===== src/rtl/lsu_nbload_cam.sv =====
// Non-blocking load CAM: tracks outstanding loads by destination register,
// raises per-port source-register hazards, and issues a registered writeback
// request when the load data returns.
// Optional feature macro: RV_NBLOAD_CAM_BYPASS_EN (suppress the hazard of an
// entry whose data is returning in the same cycle).
module lsu_nbload_cam #(
  parameter int DEPTH  = 4,
  parameter int TAG_W  = $clog2(DEPTH),
  parameter int NUM_LK = 4
) (
  input  logic                 clk,
  input  logic                 rst_l,
  input  logic                 alloc_valid,
  input  logic [4:0]           alloc_rd,
  output logic                 alloc_ready,
  output logic [TAG_W-1:0]     alloc_tag,
  input  logic                 kill_valid,
  input  logic [4:0]           kill_rd,
  input  logic                 ret_valid,
  input  logic [TAG_W-1:0]     ret_tag,
  input  logic [NUM_LK*5-1:0]  lk_rs,
  output logic [NUM_LK-1:0]    lk_stall,
  output logic                 wb_valid,
  output logic [4:0]           wb_rd,
  output logic [TAG_W-1:0]     wb_tag,
  output logic [TAG_W:0]       pend_cnt,
  output logic                 proto_err
);

  logic [DEPTH-1:0] valid_q, valid_d;
  logic [DEPTH-1:0] wb_q, wb_d;
  logic [4:0]       rd_q [DEPTH];
  logic [4:0]       rd_d [DEPTH];

  logic             wb_valid_d;
  logic [4:0]       wb_rd_d;
  logic [TAG_W-1:0] wb_tag_d;
  logic [TAG_W:0]   pend_cnt_d;
  logic             proto_err_d;

  logic             alloc_fire;
  logic [DEPTH-1:0] ret_hit_vec;
  logic             ret_hit;

  // Lowest free entry wins the next allocation.
  always_comb begin
    alloc_ready = 1'b0;
    alloc_tag   = '0;
    for (int i = DEPTH - 1; i >= 0; i--) begin
      if (!valid_q[i]) begin
        alloc_ready = 1'b1;
        alloc_tag   = TAG_W'(i);
      end
    end
  end

  assign alloc_fire = alloc_valid & alloc_ready;

  // Decode the returning tag; tags beyond DEPTH never hit.
  always_comb begin
    ret_hit_vec = '0;
    for (int i = 0; i < DEPTH; i++) begin
      ret_hit_vec[i] = ret_valid && (ret_tag == TAG_W'(i)) && valid_q[i];
    end
  end

  assign ret_hit = |ret_hit_vec;

  // Entry update: supersede/kill clears first, then retirement reads the
  // cleared wb, then the allocation writes its (necessarily free) entry.
  always_comb begin
    valid_d    = valid_q;
    wb_d       = wb_q;
    rd_d       = rd_q;
    wb_valid_d = 1'b0;
    wb_rd_d    = '0;
    wb_tag_d   = '0;
    for (int i = 0; i < DEPTH; i++) begin
      if (valid_q[i] &&
          ((alloc_fire && (rd_q[i] == alloc_rd)) ||
           (kill_valid && (kill_rd != 5'd0) && (rd_q[i] == kill_rd)))) begin
        wb_d[i] = 1'b0;
      end
      if (ret_hit_vec[i]) begin
        wb_valid_d = wb_d[i];
        wb_rd_d    = rd_q[i];
        wb_tag_d   = TAG_W'(i);
        valid_d[i] = 1'b0;
        wb_d[i]    = 1'b0;
      end
      if (alloc_fire && (alloc_tag == TAG_W'(i))) begin
        valid_d[i] = 1'b1;
        rd_d[i]    = alloc_rd;
        wb_d[i]    = (alloc_rd != 5'd0);
      end
    end
  end

  // Occupancy of the next-state valid vector, so pend_cnt tracks valid_q.
  always_comb begin
    pend_cnt_d = '0;
    for (int i = 0; i < DEPTH; i++) begin
      pend_cnt_d = pend_cnt_d + (TAG_W + 1)'(valid_d[i]);
    end
  end

  assign proto_err_d = (ret_valid & ~ret_hit) | (alloc_valid & ~alloc_ready);

  // Per-port hazard against pending entries that will still write back.
  always_comb begin
    lk_stall = '0;
    for (int p = 0; p < NUM_LK; p++) begin
      for (int i = 0; i < DEPTH; i++) begin
`ifdef RV_NBLOAD_CAM_BYPASS_EN
        if (valid_q[i] && wb_q[i] && !ret_hit_vec[i] && (rd_q[i] == lk_rs[p*5 +: 5]) &&
            (lk_rs[p*5 +: 5] != 5'd0)) begin
          lk_stall[p] = 1'b1;
        end
`else
        if (valid_q[i] && wb_q[i] && (rd_q[i] == lk_rs[p*5 +: 5]) &&
            (lk_rs[p*5 +: 5] != 5'd0)) begin
          lk_stall[p] = 1'b1;
        end
`endif
      end
    end
  end

  // State and registered outputs.
  always_ff @(posedge clk or negedge rst_l) begin
    if (!rst_l) begin
      valid_q   <= '0;
      wb_q      <= '0;
      for (int i = 0; i < DEPTH; i++) rd_q[i] <= '0;
      wb_valid  <= 1'b0;
      wb_rd     <= '0;
      wb_tag    <= '0;
      pend_cnt  <= '0;
      proto_err <= 1'b0;
    end else begin
      valid_q   <= valid_d;
      wb_q      <= wb_d;
      for (int i = 0; i < DEPTH; i++) rd_q[i] <= rd_d[i];
      wb_valid  <= wb_valid_d;
      wb_rd     <= wb_rd_d;
      wb_tag    <= wb_tag_d;
      pend_cnt  <= pend_cnt_d;
      proto_err <= proto_err_d;
    end
  end

endmodule


===== config.mk =====
export PLATFORM = sky130hd
export DESIGN_NAME = lsu_nbload_cam
export DESIGN_NICKNAME = d
export VERILOG_FILES = /design/src/rtl/lsu_nbload_cam.sv
export SDC_FILE = /design/constraint.sdc
export NUM_CORES = 1
export LEC_CHECK = 0
export CORE_MARGIN = 2
export CORE_UTILIZATION = 49
export CTS_CLUSTER_SIZE = 20
export DETAILED_ROUTE_END_ITERATION = 6
export HOLD_SLACK_MARGIN = 0.15
export PLACE_DENSITY = 0.88
export SYNTH_ARGS = -nofsm -noshare
export SYNTH_HDL_FRONTEND = slang
export SYNTH_SLANG_ARGS = --single-unit

===== constraint.sdc =====
create_clock -name clk -period 2.5 [get_ports clk]
set_input_delay 0.5 -clock clk [delete_from_list [all_inputs] [get_ports clk]]
set_output_delay 0.5 -clock clk [all_outputs]
set_load 0.01 [all_outputs]

-- Word-level counts from Yosys, hierarchy flattened
Index checks and enable logic that the tools add are counted.
- output and inout port bits: 19
- register bits: 40
- input bits: 37
- reduce and logical (&&, ||, !) cells: 74
- mux-type cells: 55
- bitwise operators: 6
- add/subtract/negate cells: 3
- equality and inequality tests: 30
- operator list (kind ; count):
    $eq A5 B5 Y1 ; 24
    $logic_and A1 B1 Y1 ; 61
    $mux W1 ; 45
    $reduce_bool A5 Y1 ; 6
    $mux W5 ; 4
    $mux W2 ; 6
    $eq A2 B2 Y1 const B ; 4
    $eq A2 B1 Y1 const B ; 2
    $logic_not A2 Y1 ; 2
    $logic_or A1 B1 Y1 ; 4
    $reduce_or A4 Y1 ; 1
    $add A2 B1 Y3 ; 1
    $add A3 B1 Y3 ; 1
    $and A1 B1 Y1 ; 3
    $add A1 B1 Y2 ; 1
    $not A1 Y1 ; 2
    $or A1 B1 Y1 ; 1

-- Longest topological paths before layout
Gate-level depths: netlist of the first run.
- depth in word-level cells: 13
- depth in mapped cells: 9
- depth with buffers taken out: 8

-- Worst setup path after synthesis of the first run
Ideal clock, no wire load.
- path kind: input to register
- start point: in alloc_valid
- end point: reg pend_cnt[1]
- slack: -0.045 ns
- required time: 2.374 ns
- stages on the path: 9
- data arrival time: 2.419 ns
- cells stage by stage: clkbuf_1 nand3_1 nor2_1 a21o_1 inv_1 fa_1 inv_1 ha_1 ha_1
- elaborated cells between the ends (all ways): 12
- RTL lines (what ; RTL line ; text):
    start, declared ; 13 ; input logic alloc_valid,
    $and A1 B1 Y1 ; 57 ; assign alloc_fire = alloc_valid & alloc_ready;
    $logic_and A1 B1 Y1 ; 91 ; if (alloc_fire && (alloc_tag == TAG_W'(i))) begin
    $mux W1 ; 91 ;
    via valid_d[3] ; 30 ; logic [DEPTH-1:0] valid_q, valid_d;
    $add A3 B1 Y3 ; 103 ; pend_cnt_d = pend_cnt_d + (TAG_W + 1)'(valid_d[i]);
    via pend_cnt_d[1] ; 38 ; logic [TAG_W:0] pend_cnt_d;
    end signal, assigned ; 147 ; pend_cnt <= pend_cnt_d;
    end, declared ; 26 ; output logic [TAG_W:0] pend_cnt,
The timed path passes the listed nets, and every way through them passes these cells.
A chain may end at the register's enable or synchronous reset.

-- Worst setup path in the final report of the first run
- start point: in lk_rs[12]
- end point: out lk_stall[2]
- longest elaborated chain between the ends: 7
- elaborated cells between the ends (all ways): 17
- RTL lines (what ; RTL line ; text):
    start, declared ; 21 ; input logic [NUM_LK*5-1:0] lk_rs,
    $eq A5 B5 Y1 ; 120 ; if (valid_q[i] && wb_q[i] && (rd_q[i] == lk_rs[p*5 +: 5]) &&
    $logic_and A1 B1 Y1 (2 in a row) ; 120 ;
    $mux W1 (3 in a row) ; 120 ;
    $mux W1 * ; 120 ;
    end, declared ; 22 ; output logic [NUM_LK-1:0] lk_stall,
Mark *: on every way between the ends. The rest lies on a longest branch, timed or not.

==> impl_metrics.tcl, run 1 <==
set metrics [dict create \
    run_status "finished, final reports clean" \
    clk_pin_slew_ns 0.07 \
    peakVddDrop_mv 0.547 \
    post-route-drc-count 0 \
    max_freq_ghz 0.412 \
    synth-async-reset-ratio_pct 100 \
    clock-sinks 40 \
    utilization_pct 64.1 \
    hold_slack_ns 0.334 \
    clk_path_buf_depth 2 \
    io_pins 56 \
    crit_path_start_kind "input pin" \
    seq_power_share_pct 33.1 \
    mostFrequentLayoutCell "xnor2_1" \
    nFillCells 543 \
    cp_max_fo 3 \
    path_class "input pin to output port" \
    r2r_end "pend_cnt[1]$_DFF_PN0_" \
    cts_setup_buffers 0 \
    critical_path.most_common_cell "buf_4" \
    worstMarginPinSlew_ns 0.896 \
    r2r_setup_slack_ns 0.36 \
    cts-root-buf "clkbuf_8" \
    std_cell_rows 30 \
    grt_max_degree 41 \
    synth_enable_flop_cells 0 \
    gp_congestion 1.01 \
    viasPerCell 6.12 \
    drive_gt1_share_pct 21.9 \
    clkPwrFrac_pct 9.7 \
    wl_microns 10500 \
    grt_overflow_total 0 \
    die_w_microns 86.9 \
    dp_hpwl_microns 7640 \
    area_growth_pct 28.1 \
    drv_cap 0 \
    post-place-ws_ns -0.445 \
    dr.pass1.iters 6 \
    grt_pass1_wl_microns 16200 \
    comb_power_share_pct 57.2 \
    syn_inst 383 \
    p_sw_uw 1860 \
    r2r-start "valid_q[3]$_DFF_PN0_" \
    power_density_nw_per_um2 974 \
    ant_nets 0 \
    fp.dieH_microns 86.9 \
    start_util_pct 50.1 \
    rr_worst_depth 9 \
    vias 3223 \
    critPathTopFamily "buffers and inverters" \
    nets 487 \
    yosys.area.top_type_share_pct 29.8 \
    path_cells "clkdlybuf4s50_1, buf_4, buf_4, xor2_1, nor3_1, nor4_1, a21oi_1, buf_2" \
    cp_slowest_cell "clkdlybuf4s50_1" \
    cp.required_ns 2.00 \
    synth_area_leaders "dfrtp_1, xnor2_1, xor2_1, nand4_1, clkbuf_1" \
    syn_area_sq_um 3360 \
    rsz0062_at_grt "false" \
    ys_ff_latch 40 \
    routedWlPerCell_microns 19.8 \
    grtUsageTotal_pct 28.1 \
    slew_headroom_pct 40.2 \
    portBuffers 55 \
    finalHoldViolCount 0 \
    p_leak_uw 0.00180 \
    cts_buffers 5 \
    crit_buf_inv 4 \
    drv_slew 0 \
    worst_ep_arrival_time_ns 1.93 \
    fin_skew_ns 0.00595 \
    antenna_found_initial 0 \
    grt_pass1_vias 3264 \
    layout_common_cells "xnor2_1, buf_4, xor2_1" \
    p_sw_share_pct 44.2 \
    htreeDepth 2 \
    cts_tree "yes" \
    antenna_cells 0 \
    ys_types 47 \
    seq_area_frac_synth_pct 29.8 \
    finalSetupViolCount 0 \
    coreArea_sq_um 6720 \
    synth-main-ff-cell "dfrtp_1" \
    worst_slack_ns 0.0729 \
    post-route-min-period_ns 2.43 \
    yosys_warnings 0 \
    clk_latency_ns 0.29 \
    synth.avg_cell_area_sq_um 8.78 \
    p_int_uw 2340 \
    syn_nets 423 \
    critPathCaptureType "output port" \
    hold_buffers 0 \
    dieArea_sq_um 7550 \
    slowest_delay_ns 0.49 \
    finalCritPeriodShare_pct 97.1 \
    hold_path_class "input pin to asynchronous set/reset pin" \
    synth_top_area_cell "dfrtp_1" \
    drtIter0Drc 471 \
]
==> worst register-to-register path: stages (launching register included) <==
cell and delay [ns]:
dfrtp_1 0.38, buf_4 0.17, nand2b_1 0.17, nor2_2 0.13
a21o_1 0.12, inv_1 0.06, fa_1 0.50, inv_1 0.04
ha_1 0.19, ha_1 0.28
==> logic make-up after synthesis <==
kind of cell | Yosys count | share of synthesized area [%]
compound gates | 34 | 7.10
xor+xnor | 116 | 30.2
fa+ha+maj | 3 | 1.34
buf+inv | 67 | 8.29
flops | 40 | 29.8
mux | 19 | 6.32
simple gates | 104 | 17.0
==> stage by stage <==
| stage | instance area (sq um) | cells | TNS (ns) | total power (uW) |
|---|---|---|---|---|
| floorplan | 3370 | 383 | 0 | 2720 |
| global placement | 4210 | 520 | -1.45 | 3570 |
| detailed placement | 4210 | 520 | -1.67 | 3690 |
| CTS | 4270 | 527 | 0 | 4120 |
| global route | 4310 | 527 | 0 | 4420 |
| finish | 4310 | 527 | 0 | 4200 |
==> state kept, by name, summed over array words and instances, names as in the netlist <==
register and count:
wb_valid 1, pend_cnt 3, proto_err 1, wb_rd 5, wb_q 4, valid_q 4
wb_tag 2, rd_q 20
==> layout make-up <==
class                   instances  area, sq um  share of cell area [%]
multi-input cells             276         2130                    49.4
flip-flops and latches         40         1010                    23.4
repair buffers                112          947                    22.0
well taps                      80          100                    2.32
clock buffers                   6         72.6                    1.68
inverters                      12         45.0                    1.05
clock inverters                 1         5.00                   0.116
==> power groups by stage <==
stage | sequential (uW) | combinational [uW] | clock, uW
6_report | 1390 | 2400 | 408
3_5_place_dp | 1360 | 2330 | 0
5_1_grt | 1400 | 2580 | 443
2_1_floorplan | 1010 | 1700 | 0
3_3_place_gp | 1340 | 2240 | 0
4_1_cts | 1360 | 2350 | 412
==> Yosys cell counts (5+ instances only) <==
master,instances
xor2_1,42
inv_1,9
a222oi_1,5
a21oi_1,9
nand4_1,24
nor2_1,13
mux2_2,10
nor3_1,21
mux2_1,8
nor4_1,8
clkbuf_1,37
xnor2_1,74
nand2_1,17
dfrtp_1,40
buf_1,13
or4_1,5
==> metal layers <==
metal | up-vias | wire length (microns) | GRT usage, %
met5 | - | 0 | 0
met4 | 0 | 410 | 10.7
met3 | 50 | 889 | 7.39
met2 | 203 | 5140 | 48.5
met1 | 1549 | 4010 | 33.5
li1 | 1421 | - | -
==> worst max-delay path by stage <==
stage	start	endpoint	slack [ns]	depth (start not counted)
3_5_place_dp	lk_rs[13]	lk_stall[2]	-0.45	6
6_report	lk_rs[12]	lk_stall[2]	0.07	8
3_3_place_gp	lk_rs[7]	lk_stall[1]	-0.42	7
4_1_cts	lk_rs[5]	lk_stall[1]	0.06	7
2_1_floorplan	alloc_valid	pend_cnt[1]$_DFF_PN0_	0.07	9
5_1_grt	lk_rs[12]	lk_stall[2]	0.002	8
==> what timing repair did <==
item,4_1_cts,5_1_grt
gates resized for setup,34,11
cloned,0,0
pin swaps,3,7
endpoints found under the setup margin,4,3
(Power assumes the default switching activity.)
==> run 2, diff against run 1 <==
--- a/config.mk
+++ b/config.mk
@@ -6,11 +6,12 @@
 export NUM_CORES = 1
 export LEC_CHECK = 0
 export CORE_MARGIN = 2
-export CORE_UTILIZATION = 49
+export CORE_UTILIZATION = 54
 export CTS_CLUSTER_SIZE = 20
 export DETAILED_ROUTE_END_ITERATION = 6
 export HOLD_SLACK_MARGIN = 0.15
-export PLACE_DENSITY = 0.88
+export PLACE_DENSITY = 0.92
+export SLEW_MARGIN = 25
 export SYNTH_ARGS = -nofsm -noshare
 export SYNTH_HDL_FRONTEND = slang
 export SYNTH_SLANG_ARGS = --single-unit
==> constraint.sdc (replaced) <==
create_clock -name clk -period 2.75 [get_ports clk]
set_input_delay 0.55 -clock clk [delete_from_list [all_inputs] [get_ports clk]]
set_output_delay 0.55 -clock clk [all_outputs]
set_load 0.01 [all_outputs]
==> impl_metrics.tcl, run 2 (synthesis results as in run 1) <==
set metrics [dict create \
    cp_slowest_cell "clkdlybuf4s50_1" \
    max_freq_ghz 0.368 \
    crit_path_start_kind "input pin" \
    portBuffers 55 \
    drv_slew 0 \
    clock-sinks 40 \
    top_regs "rd_q (20), wb_rd (5)" \
    layout_common_cells "xnor2_1, xor2_1, dfrtp_1" \
    drive_gt1_share_pct 17.1 \
    critPathCaptureType "output port" \
    fin_skew_ns 0.00653 \
    slew_headroom_pct 40.7 \
    crit_buf_inv 3 \
    antenna_found_initial 0 \
    worst_ep_arrival_time_ns 2.17 \
    cts_setup_buffers 0 \
    run_status "finished, final reports clean" \
    die_w_microns 82.9 \
    area_growth_pct 25.0 \
    cp_max_fo 4 \
    drtIter0Drc 415 \
    cts-root-buf "clkbuf_8" \
    drv_cap 0 \
    grt_pass1_wl_microns 15900 \
    vias 3139 \
    largest_reg_flops 20 \
    cts_tree "yes" \
    path_class "input pin to output port" \
    nFillCells 397 \
    grtUsageTotal_pct 29.2 \
    coreArea_sq_um 5960 \
    post-route-min-period_ns 2.72 \
    start_util_pct 56.5 \
    r2r-start "valid_q[3]$_DFF_PN0_" \
    ant_nets 0 \
    grt_overflow_total 0 \
    std_cell_rows 28 \
    p_leak_uw 0.00169 \
    cts_buffers 5 \
    fin_tns_setup_ns 0 \
    dp_hpwl_microns 7020 \
    r2r_end "pend_cnt[1]$_DFF_PN0_" \
    grt_max_degree 41 \
    viasPerCell 6.25 \
    r2r_setup_slack_ns 0.53 \
    worstMarginPinSlew_ns 0.889 \
    clk_pin_slew_ns 0.08 \
    routedWlPerCell_microns 19.9 \
    clk_latency_ns 0.30 \
    cp.required_ns 2.20 \
    power_uw 3820 \
    dr.pass1.iters 6 \
    rsz0062_at_grt "true" \
    fp.dieH_microns 82.9 \
    grt_pass1_vias 3126 \
    path_cells "clkdlybuf4s50_1, buf_4, xnor2_1, nand4_1, nor3_1, nor4_2, a21oi_1, clkdlybuf4s15_2" \
    finalSetupViolCount 0 \
    finalHoldViolCount 0 \
    critPathTopFamily "buffers and inverters" \
    clk_path_buf_depth 2 \
    hold_path_class "input pin to asynchronous set/reset pin" \
    utilization_pct 70.6 \
    power_density_nw_per_um2 908 \
    htreeDepth 2 \
    nets 466 \
    post-route-drc-count 0 \
    io_pins 56 \
    antenna_cells 0 \
    rr_worst_depth 9 \
    mostFrequentLayoutCell "xnor2_1" \
    post-place-ws_ns -0.380 \
    gp_congestion 0.895 \
    wl_microns 9980 \
    regMostFlops "rd_q" \
    slowest_delay_ns 0.50 \
    peakVddDrop_mv 0.680 \
    dieArea_sq_um 6880 \
    worst_slack_ns 0.0347 \
    finalCritPeriodShare_pct 98.7 \
]
## run 2: cell type report
class	instances	area [sq um]	area share [%]
inverter	12	45.0	1.07
clock inverter	2	38.8	0.922
tap	75	93.8	2.23
timing repair buffer	91	800	19.0
multi-input combinational	276	2140	51.0
clock buffer	6	82.6	1.96
sequential	40	1000	23.8
## run 2: where the power goes
group / switching, uW / internal (uW) / total, uW
clock network: 217 / 297 / 513
logic: 897 / 1020 / 1910
registers: 582 / 810 / 1390
total: 1700 / 2120 / 3820
## run 2: repair_timing
action / CTS / global route
pin swaps: 2 / 1
hold buffers: 0 / 0
gates resized for setup: 26 / 3
setup endpoints to repair: 4 / 2
## run 2: how the worst max path moves through the flow
stage,end,start,slack (ns),depth (start not counted)
after floorplan,pend_cnt[1]$_DFF_PN0_,alloc_valid,0.15,9
after global placement,lk_stall[1],lk_rs[7],-0.22,7
after detailed placement,lk_stall[2],lk_rs[12],-0.38,7
after CTS,lk_stall[2],lk_rs[12],0.01,7
after global routing,lk_stall[2],lk_rs[10],-0.05,7
final,lk_stall[2],lk_rs[10],0.03,8
## run 2: metrics by stage
step	cell area [sq um]	hold WS, ns	instances
after global placement	4040	0.510	494
after detailed placement	4040	0.551	494
after CTS	4200	0.395	502
after floorplan	3360	0.254	383
final	4210	0.371	502
after global routing	4210	0.429	502
## run 2: worst reg2reg max path: stages (launching register included)
cell	delay, ns
dfrtp_1	0.39
buf_4	0.18
nand2b_1	0.16
nor2_1	0.15
a21o_1	0.13
inv_1	0.07
fa_1	0.50
inv_1	0.05
ha_1	0.20
ha_1	0.28
## run 2: per-layer routing
metal	up-vias	part of all wire [%]	routed length, microns	global-route usage, %
met4	0	5.0	494	16.4
met2	247	46	4620	46.0
met1	1464	37	3660	36.0
met3	49	12	1210	7.85
met5	-	0	0	0
li1	1379	-	-	-
==> run 3, diff against run 2 <==
--- a/config.mk
+++ b/config.mk
@@ -6,11 +6,11 @@
 export NUM_CORES = 1
 export LEC_CHECK = 0
 export CORE_MARGIN = 2
-export CORE_UTILIZATION = 54
+export CORE_UTILIZATION = 59
 export CTS_CLUSTER_SIZE = 20
 export DETAILED_ROUTE_END_ITERATION = 6
-export HOLD_SLACK_MARGIN = 0.15
-export PLACE_DENSITY = 0.92
+export HOLD_SLACK_MARGIN = 0.06
+export PLACE_DENSITY = 0.95
 export SLEW_MARGIN = 25
 export SYNTH_ARGS = -nofsm -noshare
 export SYNTH_HDL_FRONTEND = slang
==> constraint.sdc (replaced) <==
create_clock -name clk -period 3.5 [get_ports clk]
set_input_delay 0.7 -clock clk [delete_from_list [all_inputs] [get_ports clk]]
set_output_delay 0.7 -clock clk [all_outputs]
set_load 0.01 [all_outputs]
==> impl_metrics.tcl, run 3 (synthesis results as in run 1) <==
set metrics [dict create \
    grt_pass1_wl_microns 14800 \
    top_regs "rd_q (20), wb_rd (5)" \
    fin_tns_setup_ns 0 \
    htreeDepth 2 \
    cp_slowest_cell "clkdlybuf4s50_1" \
    wl_microns 9360 \
    crit_buf_inv 2 \
    clk_latency_ns 0.30 \
    clk_pin_slew_ns 0.08 \
    fp.dieH_microns 79.5 \
    path_cells "clkdlybuf4s50_1, xnor2_1, nand4_1, nor3_1, nor4_1, a21oi_1, clkdlybuf4s50_1" \
    die_w_microns 79.5 \
    vias 3008 \
    critPathCaptureType "output port" \
    routedWlPerCell_microns 20.0 \
    drv_slew 0 \
    r2r-start "valid_q[0]$_DFF_PN0_" \
    cp_max_fo 6 \
    largest_reg_flops 20 \
    antenna_found_initial 0 \
    critPathTopFamily "buffers and inverters" \
    mostFrequentLayoutCell "xnor2_1" \
    cts_tree "yes" \
    startpoint "lk_rs[13]" \
    grt_max_degree 41 \
    finalCritPeriodShare_pct 96.1 \
    path_depth 7 \
    wl_met1_microns 3500 \
    dp_hpwl_microns 6540 \
    drtIter0Drc 471 \
    dieArea_sq_um 6320 \
    run_status "finished, final reports clean" \
    cts-root-buf "clkbuf_8" \
    rsz0062_at_grt "false" \
    std_cell_rows 27 \
    finalHoldViolCount 0 \
    hold_buffers 0 \
    coreArea_sq_um 5510 \
    peakVddDrop_mv 0.579 \
    top_layer_used "met4" \
    dr.pass1.iters 5 \
    grt_pass1_vias 2997 \
    power_uw 2900 \
    area_growth_pct 17.5 \
    cts_buffers 5 \
    r2r_setup_slack_ns 1.22 \
    power_density_nw_per_um2 732 \
    worstMarginPinSlew_ns 0.864 \
    ant_nets 0 \
    cts_setup_buffers 0 \
    post_cts_resize_count 0 \
    hold_path_class "input pin to asynchronous set/reset pin" \
    max_freq_ghz 0.297 \
    cp-endpoint "lk_stall[2]" \
    start_util_pct 61.1 \
    portBuffers 55 \
    grtUsageTotal_pct 30.9 \
    regMostFlops "rd_q" \
    cp.required_ns 2.80 \
    dr_wl_met3_microns 1000 \
    p_leak_uw 0.00152 \
    rr_worst_depth 8 \
    critical_path.most_common_cell "clkdlybuf4s50_1" \
    slew_headroom_pct 42.4 \
    finalSetupViolCount 0 \
    antenna_cells 0 \
    viasPerCell 6.41 \
    worst_ep_arrival_time_ns 2.66 \
    layout_common_cells "xnor2_1, clkdlybuf4s50_1, xor2_1" \
    nets 437 \
    grt_overflow_total 0 \
    r2r_end "pend_cnt[1]$_DFF_PN0_" \
    clk_path_buf_depth 2 \
    path_class "input pin to output port" \
    post-route-min-period_ns 3.36 \
    clock-sinks 40 \
    slowest_delay_ns 0.65 \
    gp_congestion 0.894 \
    crit_path_start_kind "input pin" \
    drv_cap 0 \
    drive_gt1_share_pct 8.31 \
    post-route-drc-count 0 \
    nFillCells 400 \
    io_pins 56 \
    wl_met2_microns 4350 \
    fin_skew_ns 0.00690 \
]
==> run 3: cell types whose count changed in the layout (fill, tap and decap cells not counted), sizes merged <==
cell / previous run / this run
dlygate4sd2: 12 / 0
clkdlybuf4s15: 1 / 0
clkdlybuf4s50: 39 / 54
bufinv: 1 / 2
buf: 37 / 8
clkbuf: 7 / 5
clkinv: 1 / 0
dlymetal6s2s: 1 / 0
==> run 3: where the power goes <==
| part | internal (uW) | total [uW] | switching [uW] |
|---|---|---|---|
| combinational | 717 | 1290 | 574 |
| clock | 281 | 446 | 166 |
| sequential | 635 | 1160 | 524 |
==> run 3: layer usage <==
metal / vias up / GRT usage [%]
li1: 1317 / -
met2: 216 / 49.3
met5: - / 0
met1: 1415 / 38.5
met3: 60 / 7.47
met4: 0 / 16.0
==> run 3: layout make-up <==
cell class                 count  area (sq um)  area share (%)
timing repair buffer          62           598            15.1
tap                           72          90.1            2.28
sequential                    40          1000            25.3
clock inverter                 2          60.1            1.52
multi-input combinational    276          2090            52.9
clock buffer                   5          68.8            1.74
inverter                      12          45.0            1.14
==> run 3: worst min-delay path by stage <==
stage	startpoint	to	slack [ns]	cells past startpoint
after CTS	rst_l	pend_cnt[1]$_DFF_PN0_	0.54	1
after detailed placement	wb_q[1]$_DFF_PN0_	wb_q[1]$_DFF_PN0_	0.53	2
after global routing	rst_l	wb_q[3]$_DFF_PN0_	0.58	1
after global placement	wb_q[1]$_DFF_PN0_	wb_q[1]$_DFF_PN0_	0.51	2
final	rst_l	rd_q[2]$_DFFE_PN0P_	0.51	1
after floorplan	rst_l	pend_cnt[0]$_DFF_PN0_	0.40	0
==> run 3: per-stage QoR <==
stage                     hold WS [ns]  setup WS (ns)  utilization (%)  instances  instance area, sq um
final                            0.511          0.135             71.8        469                  3950
after global routing             0.583         0.0320             71.8        469                  3950
after CTS                        0.535          0.129             71.7        469                  3950
after detailed placement         0.533          0.152             69.3        462                  3820
after global placement           0.512          0.201             69.3        462                  3820
after floorplan                  0.404          0.755                -        383                  3360
